**config.mk**
```make
export PLATFORM = sky130hd
export DESIGN_NAME = tick_bcd_stopwatch
export DESIGN_NICKNAME = d
export VERILOG_FILES = /design/src/rtl/tick_bcd_stopwatch_pkg.sv /design/src/rtl/tick_bcd_stopwatch_bcd_digit.sv /design/src/rtl/tick_bcd_stopwatch.sv
export SDC_FILE = /design/constraint.sdc
export NUM_CORES = 1
export LEC_CHECK = 0
export ABC_AREA = 1
export CAP_MARGIN = 20
export CORE_AREA = 4 4 98 77
export CTS_BUF_LIST = sky130_fd_sc_hd__clkbuf_8
export CTS_CLUSTER_SIZE = 40
export DETAILED_ROUTE_END_ITERATION = 8
export DIE_AREA = 0 0 102 81
export GPL_ROUTABILITY_DRIVEN = 0
export HOLD_SLACK_MARGIN = 0.08
export PLACE_DENSITY = 0.71
export SYNTH_ARGS = -nofsm -noshare
export SYNTH_HDL_FRONTEND = slang
export SYNTH_HIERARCHICAL = 1
export SYNTH_SLANG_ARGS = --single-unit
```
**constraint.sdc**
```tcl
create_clock -name clk -period 2.8 [get_ports clk]
set_input_delay 0.28 -clock clk [delete_from_list [all_inputs] [get_ports clk]]
set_output_delay 0.28 -clock clk [all_outputs]
set_load 0.02 [all_outputs]
```
**src/rtl/tick_bcd_stopwatch_pkg.sv**
```systemverilog
// tick_bcd_stopwatch_pkg: shared display constants and the 7-segment encoder
package tick_bcd_stopwatch_pkg;
  localparam int DIGITS = 4;
  localparam logic [3:0] AN_IDLE = 4'b1111;
  localparam logic [6:0] SEG_0 = 7'b1000000;
  localparam logic [6:0] SEG_1 = 7'b1111001;
  localparam logic [6:0] SEG_2 = 7'b0100100;
  localparam logic [6:0] SEG_3 = 7'b0110000;
  localparam logic [6:0] SEG_4 = 7'b0011001;
  localparam logic [6:0] SEG_5 = 7'b0010010;
  localparam logic [6:0] SEG_6 = 7'b0000010;
  localparam logic [6:0] SEG_7 = 7'b1111000;
  localparam logic [6:0] SEG_8 = 7'b0000000;
  localparam logic [6:0] SEG_9 = 7'b0010000;
  localparam logic [6:0] SEG_BLANK = 7'b1111111;
  function automatic logic [6:0] seg_enc(input logic [3:0] d);
    case (d)
      4'd0: seg_enc = SEG_0;
      4'd1: seg_enc = SEG_1;
      4'd2: seg_enc = SEG_2;
      4'd3: seg_enc = SEG_3;
      4'd4: seg_enc = SEG_4;
      4'd5: seg_enc = SEG_5;
      4'd6: seg_enc = SEG_6;
      4'd7: seg_enc = SEG_7;
      4'd8: seg_enc = SEG_8;
      4'd9: seg_enc = SEG_9;
      default: seg_enc = SEG_BLANK;
    endcase
  endfunction
endpackage

```
**src/rtl/tick_bcd_stopwatch_bcd_digit.sv**
```systemverilog
// bcd_digit: one BCD decade with increment, carry out and synchronous clear
module bcd_digit (
  input  logic       clk,
  input  logic       rst,
  input  logic       inc_i,
  input  logic       clr_i,
  output logic [3:0] q_o,
  output logic       carry_o
);
  logic [3:0] q_q, q_d;
  always_comb begin
    q_d = clr_i ? 4'd0 : inc_i ? ((q_q == 4'd9) ? 4'd0 : q_q + 4'd1) : q_q;
    carry_o = inc_i & (q_q == 4'd9);
  end
  always_ff @(posedge clk or posedge rst)
    if (rst) q_q <= 4'd0;
    else q_q <= q_d;
  assign q_o = q_q;
endmodule

```
**src/rtl/tick_bcd_stopwatch.sv**
```systemverilog
// tick_bcd_stopwatch: counts timer ticks in 4-digit BCD with run/clear buttons
// and drives a multiplexed active-low 7-segment display.
module tick_bcd_stopwatch
  import tick_bcd_stopwatch_pkg::*;
#(
  parameter int SCAN_DIV = 50000,
  parameter int SYNC_LEN = 2
) (
  input  logic        clk,
  input  logic        rst,
  input  logic        tick,
  input  logic        btn_run,
  input  logic        btn_clr,
  output logic [15:0] count_bcd,
  output logic        running,
  output logic        overflow,
  output logic [3:0]  an,
  output logic [6:0]  seg
);
  localparam int CW = $clog2(SCAN_DIV);
  logic [SYNC_LEN-1:0] run_sync_q, clr_sync_q;
  logic run_prev_q, clr_prev_q, run_ev, clr_ev;
  logic running_q, running_d, overflow_q, scan_tc;
  logic [CW-1:0] scan_cnt_q, scan_cnt_d;
  logic [1:0] idx_q, idx_d;
  logic [3:0] an_q, an_d;
  logic [6:0] seg_q, seg_d;
  logic [DIGITS:0] carry;
  logic [3:0] digit [DIGITS];
  assign run_ev = run_sync_q[SYNC_LEN-1] & ~run_prev_q;
  assign clr_ev = clr_sync_q[SYNC_LEN-1] & ~clr_prev_q;
  // a clear blocks the increment so it can never produce an overflow pulse
  assign carry[0] = tick & running_q & ~clr_ev;
  for (genvar i = 0; i < DIGITS; i++) begin : g_dig
    bcd_digit u_dig (
      .clk(clk), .rst(rst), .inc_i(carry[i]), .clr_i(clr_ev),
      .q_o(digit[i]), .carry_o(carry[i+1])
    );
    assign count_bcd[4*i +: 4] = digit[i];
  end
  always_comb begin
    running_d = clr_ev ? 1'b0 : running_q ^ run_ev;
    scan_tc = scan_cnt_q == CW'(SCAN_DIV - 1);
    scan_cnt_d = scan_tc ? '0 : scan_cnt_q + 1'b1;
    idx_d = idx_q + {1'b0, scan_tc};
    an_d = AN_IDLE ^ (4'b0001 << idx_d);
    seg_d = seg_enc(digit[idx_d]);
  end
  always_ff @(posedge clk or posedge rst)
    if (rst) begin
      run_sync_q <= '0;
      clr_sync_q <= '0;
      run_prev_q <= 1'b0;
      clr_prev_q <= 1'b0;
      running_q <= 1'b0;
      overflow_q <= 1'b0;
      scan_cnt_q <= '0;
      idx_q <= 2'd0;
      an_q <= 4'b1110;
      seg_q <= SEG_0;
    end else begin
      run_sync_q <= {run_sync_q[SYNC_LEN-2:0], btn_run};
      clr_sync_q <= {clr_sync_q[SYNC_LEN-2:0], btn_clr};
      run_prev_q <= run_sync_q[SYNC_LEN-1];
      clr_prev_q <= clr_sync_q[SYNC_LEN-1];
      running_q <= running_d;
      overflow_q <= carry[DIGITS];
      scan_cnt_q <= scan_cnt_d;
      idx_q <= idx_d;
      an_q <= an_d;
      seg_q <= seg_d;
    end
  assign running = running_q;
  assign overflow = overflow_q;
  assign an = an_q;
  assign seg = seg_q;
endmodule
```
==> summary.md <==
| Metric | Value |
|---|---|
| CP arrival | 2.64 ns |
| Critical Path RT | around 3.0 ns |
| Ratio of cells with drive above 1 in the final layout | 11.7% |
| Boundary pin count | 34 |
| Fmax | about 0.4 GHz |
| DRC viols | 0 |
| Syn Area/Cell | 7.47 um^2 |
| DRT Pass-1 Iters | 5 |
| WL met1 | 2920 um |
| Max cap viols | 0 |
| Clk buf depth | 2 |
| GRT Total Usage | between 10% and 20% |
| Critical path type | flip-flop to flip-flop |
| Clock slew at reported path FFs | around 0.090 ns |
| TritonCTS buffer count | 5 |
| Post-DP HPWL | 4360 um |
| Mapped Area | ~3000 um^2 |
| Peak VDD IR | ~0.17 mV |
| # nets final | 460 |
| Initial antenna violation count | 0 |
| TritonCTS sink count | between 50 and 60 |
| Adder-Cell Fraction of Synth Area | about 4.6% |
| Synth Area in Simple Gates | 35.6% |
| CTS tree | done |
| Mux share of post-synthesis cell area | 0% |
| Status | finished clean |
| Max transition margin | 69.4% |
| Port buffer count | 33 |
| DR top layer | met4 |
| Power density over the cells | ~410 nW/um^2 |
| Yosys top cell area share | about two fifths |
| Commonest non-fill, non-tap cells in the layout | nand2_1, inv_1, dfrtp_1 |
| Power, Total | ~0.0015 W |
| Metal3 WL | 230 um |
| # fillers | 626 |
| GRT overflow | 0 |
| Max-slew violations | 0 |
| Clk_skew | approximately 0.0077 ns |
| Seq cells post-synth | between 50 and 60 |
| Largest net degree at the start of global routing | 38 |
| Final wirelength | about 5800 um |
| Largest family of logic cells by synthesized area | simple AND/OR/NAND/NOR gates |
| DR WL met2 | between 2000 and 3000 um |
| Antenna cell count | 0 |
| Syn Inst Count | 401 |
| Crit path time final | approximately 2.4 ns |
| Count of cell types in the netlist | 26 |
| Worst slew pin tran | 0.459 ns |
| Ranking of synthesized cells by area | dfrtp_1, nand2_1, inv_1 |
| Final Cycle Share | ~87% |
| Die width | about 100 um |
| Synth-to-layout area growth | 18.6% |
| Worst min path class | input pin to asynchronous set/reset pin |
| Syn nets | around 420 |
| Clk Latency, worst-skew pair | 0.31 ns |
| Initial core utilization | a little under half |
| Clock Tree Root | clkbuf_8 |
| H-tree lvl count | 2 |
| Worst setup EP type | flip-flop |
| Vias in the first global route | ~2,400 |
| Synth warn | 6 |
| Setup_tns | 0 ns |
| # rows | 26 |
| R2r setup slk | ~0.36 ns |
| Commonest non-fill, non-tap cell in the layout | nand2_1 |
| Vias per inst | approximately 4.6 |
| Reg2reg path depth | 18 |
| Hold Vio Cnt, Final | 0 |
| Synth area leader | dfrtp_1 |
| CP startpoint kind | flip-flop |
| First-pass GRT wire length | between 10,000 and 15,000 um |
| Seq/Total Area, Yosys | between 40% and 50% |
| DRT iter0 DRCs | 89 |
| Xor/xnor cell area share of the yosys netlist | ~2.3% |
| Die height | 81 um |
| Synth Area in Compound Gates | around 3.0% |
| Fin Hold WS | 0.285 ns |
| Setup Viol. Count Final | 0 |
| Routed Antenna Nets | 0 |
| Core area | between 6000 and 7000 um^2 |
| Avg WL per Cell | 10.9 um |
| Die area | ~8300 um^2 |
| Critical-path maximum fanout | 8 |
| Detailed-route via count | approximately 2,400 |
| LEAKAGE | about 1.9 nW |
| RSZ-0062 raised after global routing | no |
==> registers in the layout, summed over array words and instances, names as in the netlist <==
signal	flops
idx_q	2
scan_cnt_q	16
clr_prev_q	1
an	4
overflow	1
seg	7
run_sync_q	2
running	1
clr_sync_q	2
run_prev_q	1
g_dig.u_dig/q_o	16
==> synthesized netlist by cell type, drive strengths merged <==
cell type,count
xnor2,2
nor2,48
inv,77
nor3,4
o21ai,3
xor2,6
ha,11
or2,1
and3,1
nand4,5
buf,1
nand2,152
a21oi,5
o21bai,6
nand3,25
dfstp,4
nand3b,1
dfrtp,49
==> layout make-up <==
class / instances / area, um^2 / area share, %
clock buffers: 5 / 68.8 / 1.94
clock inverters: 3 / 17.5 / 0.493
inverters: 77 / 294 / 8.27
multi-input cells: 270 / 1380 / 38.7
flip-flops and latches: 53 / 1330 / 37.5
well taps: 84 / 105 / 2.96
repair buffers: 37 / 360 / 10.1
==> kinds of logic (layout without fill, tap and decap cells) <==
kind of cell / Yosys count / after routing
compound gates: 14 / 14
xor+xnor: 8 / 8
fa+ha+maj: 11 / 11
buf+inv: 78 / 122
flops: 53 / 53
simple gates: 237 / 237
==> power breakdown <==
group	internal (W)	total, W	switching (W)
clock	0.000175	0.000418	0.000243
combinational	0.0000950	0.000227	0.000132
sequential	0.000800	0.000820	0.0000208
total	0.00107	0.00147	0.000396
==> worst paths after layout <==
kind	startpoint	endpoint
setup / recovery	scan_cnt_q[0]$_DFF_PP0_	seg[3]$_DFF_PP0_
hold / removal	rst	g_dig[2].u_dig/q_o[3]$_DFFE_PP0P_
setup reg to reg	scan_cnt_q[0]$_DFF_PP0_	seg[3]$_DFF_PP0_
hold reg to reg	clr_sync_q[0]$_DFF_PP0_	clr_sync_q[1]$_DFF_PP0_
max in group asynchronous	rst	an[2]$_DFF_PP1_
min in group clk	clr_sync_q[0]$_DFF_PP0_	clr_sync_q[1]$_DFF_PP0_
==> metal layers <==
metal | vias up | track usage, %
li1 | 1283 | -
met1 | 1108 | 21.3
met2 | 42 | 25.6
met3 | 4 | 4.21
met4 | 0 | 3.54
met5 | - | 0
==> stage by stage <==
stage	worst slack, ns	instances	utilization (%)	area [um^2]
after global placement	0.305	520	51.9	3440
after global routing	0.0210	529	53.5	3550
final	0.363	529	53.5	3550
after floorplan	0.444	401	-	3000
after detailed placement	0.209	520	51.9	3440
after CTS	0.182	528	53.2	3530
==> critical path, cell delays in order (launching register included) <==
cell,delay (ns)
dfrtp_1,0.41
ha_1,0.22
nand2_1,0.06
inv_1,0.07
nand2_1,0.11
nor2_1,0.06
nand2_1,0.10
inv_2,0.07
ha_4,0.31
buf_4,0.16
nand2_2,0.07
nand3_1,0.08
nand2_1,0.06
ha_1,0.27
inv_1,0.04
nor2_1,0.09
nor2_1,0.04
nand2_1,0.06
nand2_1,0.04
==> what timing repair did <==
action	CTS	global route
resized for setup	0	5
setup endpoints to repair	0	4
hold endpoints to repair	0	0
hold buffers	0	0
setup buffers	0	1
Note: power is estimated with default switching activity, not from simulation.
